### src/rtl/dmem_bridge.sv
// Bridge from the CPU MEM-stage data port to a multi-cycle req/ack SRAM.
// One access in flight; the pipeline is held via stall_req until it completes.
module dmem_bridge #(
    parameter int ADDR_W  = 32,
    parameter int DATA_W  = 32,
    parameter int TIMEOUT = 255
) (
    input  logic              clk,
    input  logic              rst,
    input  logic              cpu_ce,
    input  logic              cpu_wrn,
    input  logic [ADDR_W-1:0] cpu_addr,
    input  logic [DATA_W-1:0] cpu_wrdata,
    output logic [DATA_W-1:0] cpu_redata,
    output logic              stall_req,
    output logic              err,
    output logic              sram_req,
    output logic              sram_we,
    output logic [ADDR_W-1:0] sram_addr,
    output logic [DATA_W-1:0] sram_wdata,
    input  logic              sram_ack,
    input  logic [DATA_W-1:0] sram_rdata
);

    typedef enum logic [1:0] {
        IDLE   = 2'd0,
        ACCESS = 2'd1,
        DONE   = 2'd2
    } state_t;

    localparam logic [15:0] CNT_LAST = 16'(TIMEOUT - 1);

    state_t              state_q, state_d;
    logic                we_q, we_d;
    logic [ADDR_W-1:0]   addr_q, addr_d;
    logic [DATA_W-1:0]   wdata_q, wdata_d;
    logic [DATA_W-1:0]   rdata_q, rdata_d;
    logic                err_q, err_d;
    logic [15:0]         cnt_q, cnt_d;

    always_ff @(posedge clk) begin
        if (rst) begin
            state_q <= IDLE;
            we_q    <= 1'b0;
            addr_q  <= '0;
            wdata_q <= '0;
            rdata_q <= '0;
            err_q   <= 1'b0;
            cnt_q   <= '0;
        end else begin
            state_q <= state_d;
            we_q    <= we_d;
            addr_q  <= addr_d;
            wdata_q <= wdata_d;
            rdata_q <= rdata_d;
            err_q   <= err_d;
            cnt_q   <= cnt_d;
        end
    end

    always_comb begin
        state_d = state_q;
        we_d    = we_q;
        addr_d  = addr_q;
        wdata_d = wdata_q;
        rdata_d = rdata_q;
        err_d   = err_q;
        cnt_d   = cnt_q;
        case (state_q)
            IDLE: begin
                if (cpu_ce) begin
                    if (cpu_addr[1:0] == 2'b00) begin
                        we_d    = cpu_wrn;
                        addr_d  = cpu_addr;
                        wdata_d = cpu_wrdata;
                        cnt_d   = '0;
                        state_d = ACCESS;
                    end else begin
                        // Misaligned: skip the SRAM entirely and report in DONE.
                        rdata_d = '0;
                        err_d   = 1'b1;
                        state_d = DONE;
                    end
                end
            end
            ACCESS: begin
                if (sram_ack) begin
                    rdata_d = we_q ? '0 : sram_rdata;
                    err_d   = 1'b0;
                    cnt_d   = '0;
                    state_d = DONE;
                end else if (cnt_q == CNT_LAST) begin
                    rdata_d = '0;
                    err_d   = 1'b1;
                    cnt_d   = '0;
                    state_d = DONE;
                end else begin
                    cnt_d = cnt_q + 16'd1;
                end
            end
            DONE: begin
                err_d   = 1'b0;
                state_d = IDLE;
            end
            default: state_d = IDLE;
        endcase
    end

    // Request and stall are decoded from state so they drop the edge after reset.
    assign sram_req   = (state_q == ACCESS);
    assign sram_we    = we_q;
    assign sram_addr  = addr_q;
    assign sram_wdata = wdata_q;
    assign stall_req  = ((state_q == IDLE) && cpu_ce) || (state_q == ACCESS);
    assign err        = (state_q == DONE) && err_q;
    assign cpu_redata = rdata_q;

endmodule

### config.mk
export PLATFORM = sky130hd
export DESIGN_NAME = dmem_bridge
export DESIGN_NICKNAME = d
export VERILOG_FILES = /design/src/rtl/dmem_bridge.sv
export SDC_FILE = /design/constraint.sdc
export NUM_CORES = 1
export LEC_CHECK = 0
export BUFFER_PORTS_ARGS = -buffer_cell sky130_fd_sc_hd__buf_2
export CORE_MARGIN = 1
export CORE_UTILIZATION = 45
export CTS_CLUSTER_SIZE = 25
export DETAILED_ROUTE_END_ITERATION = 7
export GPL_TIMING_DRIVEN = 0
export HOLD_SLACK_MARGIN = 0.12
export PLACE_DENSITY = 0.75
export SLEW_MARGIN = 10
export SYNTH_ARGS = -nofsm -noshare
export SYNTH_HDL_FRONTEND = slang
export SYNTH_SLANG_ARGS = --single-unit
### constraint.sdc
create_clock -name clk -period 2 [get_ports clk]
set_input_delay 0.1 -clock clk [delete_from_list [all_inputs] [get_ports clk]]
set_output_delay 0.1 -clock clk [all_outputs]
set_load 0.01 [all_outputs]
# Word level (Yosys, flattened, before mapping)
# Index checks and enable logic that the tools add are counted.
# op_classes
n_addsub	1
eq_ne	7
mux	21
reduce_logical	12
# ops
cell	count
$mux W32	5
$mux W16	4
$pmux W32 S2	1
$pmux W16 S2	1
$add A16 B1 Y16 const B	1
$eq A16 B8 Y1 const B	1
$mux W2	4
$reduce_and A4 Y1	2
$ne A2 B2 Y1 const B	3
$reduce_and A3 Y1	2
$logic_not A2 Y1	2
$mux W1	4
$pmux W2 S2	1
$ne A3 B1 Y1 const B	1
$pmux W1 S3	1
$reduce_bool A3 Y1	1
$eq A2 B1 Y1 const B	1
$eq A2 B2 Y1 const B	1
$logic_and A1 B1 Y1	2
$reduce_and A2 Y1	1
$reduce_bool A2 Y1	1
$logic_or A1 B1 Y1	1
# totals
ff_bits	116
inputBits	101
out_inout_bits	100
word_cells	48

# Depth between registers and ports, before layout
# depth
ltp_word	4
mapped_depth	7
ltp_nobuf	6

# Worst setup path before layout
# No wires, ideal clock.
# synth_timing
path_type	flip-flop to flip-flop
from	reg cnt_q[1]
to	reg cnt_q[2]
t_arrival_ns	1.551
required_ns	1.868
setup_slack_ns	0.317
path_stages_with_launch	7
path_buffers	1
period_less_slack_ns	1.683
cell_sequence	dfxtp_1 ha_1 and3b_1 nand4_1 a21oi_1 buf_2 nor3_1
# synth_via
elab_chain_len	4
word_cells_on_any_way	5
classes_between	add/sub: 1; eq/ne: 1; mux: 3
# synth_rtl
item	line_no	source
from (decl)	39	logic [15:0] cnt_q, cnt_d;
from (signal assigned)	57	cnt_q <= cnt_d;
$add A16 B1 Y16 or $eq A16 B8 Y1 (tied branches)	98, 92	
$mux W16 *	92	end else if (cnt_q == CNT_LAST) begin
$mux W16 *	87	if (sram_ack) begin
$pmux W16 S2 *	69	case (state_q)
# Mark *: on every way between the ends. The rest lies on a longest branch, timed or not.
# A chain may end at the register's enable or synchronous reset.

# Final worst setup path
# layout_timing
from	reg state_q[1]
to	reg rdata_q[31] (netlist: cpu_redata[31])
# layout_via
elab_chain_len	3
word_cells_on_any_way	8
classes_between	eq/ne: 4; mux: 1; reduce/logical: 3
# layout_rtl
item	line_no	source
from (decl)	33	state_t state_q, state_d;
from (signal assigned)	51	state_q <= state_d;
$eq A2 B1 Y1 or $logic_not A2 Y1 (tied branches)	69	
$ne A3 B1 Y1 (no source line), or another cell as far along	--	
$reduce_and A4 Y1 (no source line)	--	
to (signal assigned)	55	rdata_q <= rdata_d;
to (decl)	37	logic [DATA_W-1:0] rdata_q, rdata_d;
# Several ways; a longest one is shown, not always the timed one.

==> run metrics <==
status finished clean; nets@finish 960; DP HPWL 9.04 mm; Post-Syn Instances around 540; hold depth 4; WL per Instance ~15 microns; CTS clk-pin slew, worst paths 0.06 ns; crit start category flip-flop; clk root buf clkbuf_8; flop and latch count out of synthesis 116; largest net degree at the start of global routing 17; Setup-failing EPs final 0; Lkg Pwr 3.12 nW; maximum net fanout on the critical path 8; routability congestion estimate 0.818; most frequent cells after synthesis 166 x nand2_1, 116 x dfxtp_1, 67 x a21oi_1; Main synth FF type dfxtp_1; clock latency on the worst-skew pair just over 0.5 ns; routed vias/inst 5.17; Die Y 101 microns; Util after Layout 0.768; Post-synth EDFFs 0; combinational power share 0.095; Avg Cell Area, Syn 8.26 sq um; worst reg2reg path endpoint cpu_redata[31]$_SDFFE_PP0P_; clock network power share 0.508; maximum clock frequency roughly 0.53 GHz; initial cell density of the core 0.472; worst slew pin tran 0.615 ns; DRT iter0 DRCs roughly 270; Synth area leaders dfxtp_1 52%, nand2_1 14%, a21oi_1 7.5%; CTS tree built; switching share of power 0.226; Worst IR Drop VDD about 0.55 mV; slack of the critical path between 0.1 and 0.15 ns; grt ovf 0; reg-to-reg slack, setup ~0.11 ns; Post-DRT Antenna Nets 0; Crit Path Category reg2reg; Synth Warn # 0; clk sink count approximately 120; CP endpoint kind flip-flop; Die X 101 microns; sequential share of power 0.397; worst r2r src state_q[1]$_SDFFE_PP0P_; sequential-to-total area share from yosys stat 0.522; final hold slack between 0.1 and 0.15 ns; HP Start cpu_addr[1]; Synth area leader dfxtp_1; Worst R2R Path Depth 5; antenna violations before repair 0; Max Cap Viol 0; htree depth 4; min cycle time layout about 1.9 ns; CP Data Required Time around 2.4 ns; synth unique cells 44; HP Class in2reg; sum of routed wire length over all layers roughly 15 mm; DRC violation count after routing 0; unrepaired setup endpoints after global routing true; Final Skew 0.0111 ns; worst hold path endpoint err_q$_SDFFE_PP0P_; Internal 4.67 mW; Total GRT Usage 0.298; area of the multi-input gates around 2000 sq um; Storage cell area between 2000 and 2500 sq um; drt pass-1 iters 7; Power Dens Cells 835 nW/um^2; Setup WS pre-CTS -0.0886 ns; number of global-route vias before repair approximately 5100; ys async rst share 0; Core Box Area 9420 sq um; Die Area between 10000 and 15000 sq um; switching pwr between 1 and 1.5 mW; Clock Tree Buf Depth 2; CP arrival around 2.3 ns; Cell Area, Synth between 4000 and 5000 sq um; most instantiated library cell after synthesis nand2_1; Final Hold Fails 0; fill cell count between 500 and 600; share of the synthesized area in the top cell type 0.522; row cnt 35; Vias a little over 5000; cts bufs inserted 17; Port Buffers 199; Slew Limit Fails 0; slew margin rel. 0.588; fin crit share 0.944; area grow syn2layout 62.6%; syn_nets approximately 640; Ant. Diodes 0; first-pass GRT wire length approximately 24 mm; share of cells above drive strength 1 0.300; IO Count around 200
[cells by family (layout without fill, tap and decap cells)]
| kind of cell | count (synthesis) | count (layout) | share of synthesized area |
|---|---|---|---|
| AND/OR/NAND/NOR | 246 | 246 | 0.259 |
| AO/OA/AOI/OAI | 132 | 132 | 0.171 |
| flip-flops | 116 | 116 | 0.522 |
| buffers and inverters | 39 | 369 | 0.0360 |
| XOR/XNOR | 3 | 3 | 0.00591 |
| adder cells (fa/ha/maj) | 2 | 2 | 0.00563 |
[how the worst max path moves through the flow]
stage / cells after the start / from / end
2_1_floorplan: 6 / cnt_q[1]$_SDFFE_PP0P_ / cnt_q[2]$_SDFFE_PP0P_
3_3_place_gp: 5 / cnt_q[7]$_SDFFE_PP0P_ / cnt_q[9]$_SDFFE_PP0P_
5_1_grt: 6 / state_q[0]$_SDFFE_PP0P_ / sram_addr[18]$_SDFFE_PP0P_
6_report: 5 / state_q[1]$_SDFFE_PP0P_ / cpu_redata[31]$_SDFFE_PP0P_
4_1_cts: 5 / state_q[1]$_SDFFE_PP0P_ / cpu_redata[31]$_SDFFE_PP0P_
3_5_place_dp: 6 / state_q[0]$_SDFFE_PP0P_ / sram_addr[9]$_SDFFE_PP0P_
[flip-flops by register name, indices dropped and copies added (netlist names)]
register,flops
cnt_q,16
sram_addr,32
state_q,2
sram_wdata,32
sram_we,1
err_q,1
cpu_redata,32
[metal layers]
| layer | vias up | part of all wire | GRT usage |
|---|---|---|---|
| li1 | 2466 | - | - |
| met1 | 2365 | 0.38 | 0.302 |
| met2 | 251 | 0.50 | 0.532 |
| met3 | 75 | 0.060 | 0.0738 |
| met4 | 0 | 0.055 | 0.221 |
| met5 | - | 0 | 0 |
[stage by stage]
step | std cells | TNS [ns] | cell area, sq um | total power [mW]
after floorplan | 538 | 0 | 4450 | 2.64
after global placement | 866 | -1.28 | 5600 | 2.83
after detailed placement | 866 | -2.79 | 5600 | 2.84
after CTS | 997 | 0 | 7210 | 6.04
after global routing | 997 | -0.0644 | 7230 | 6.23
final | 997 | 0 | 7230 | 6.04
[what timing repair did]
action	CTS	global route
gates resized for setup	1	14
pin swaps	1	1
hold endpoints to repair	100	0
setup buffers	2	0
setup endpoints to repair	80	88
hold buffers	99	0
[layout by cell type (no fill, tap or decap), drive strengths merged]
cell and instances:
a211oi 11, a21oi 68, a22oi 1, a31oi 1
a32oi 1, and3 1, and3b 1, and4 2
buf 211, bufinv 4, clkbuf 42, clkinv 4
clkinvlp 3, dfxtp 116, dlygate4sd3 99, ha 2
inv 6, nand2 166, nand2b 34, nand3 5
nand4 4, nand4b 1, nor2 9, nor2b 1
nor3 5, nor3b 2, nor4 2, nor4b 3
o2111ai 1, o211ai 2, o21a 3, o21ai 34
o21bai 2, o31ai 8, or3 1, or4 9
xor2 3
[final cells by class]
cell class	count	share of cell area
clock buffer	17	0.0573
multi-input combinational	383	0.273
timing repair buffer	300	0.277
inverter	4	0.00208
sequential	116	0.321
clock inverter	13	0.0254
buffer	35	0.0211
tap	129	0.0223
[power groups by stage]
stage          Clock, mW  Sequential, mW  Combinational, mW
2_1_floorplan          0            2.46              0.172
3_3_place_gp           0            2.44              0.388
3_5_place_dp           0            2.44              0.398
4_1_cts             3.10            2.39              0.550
5_1_grt             3.21            2.40              0.620
6_report            3.07            2.40              0.574
[worst max-delay path, stage by stage, from the launching register on]
cell and delay (ns):
dfxtp_2 0.36, nand2b_2 0.23, nor4b_2 0.49, nand2_1 0.11, dlygate4sd3_1 0.57, o21ai_1 0.07
No activity file was read; power rests on OpenSTA's default activity.
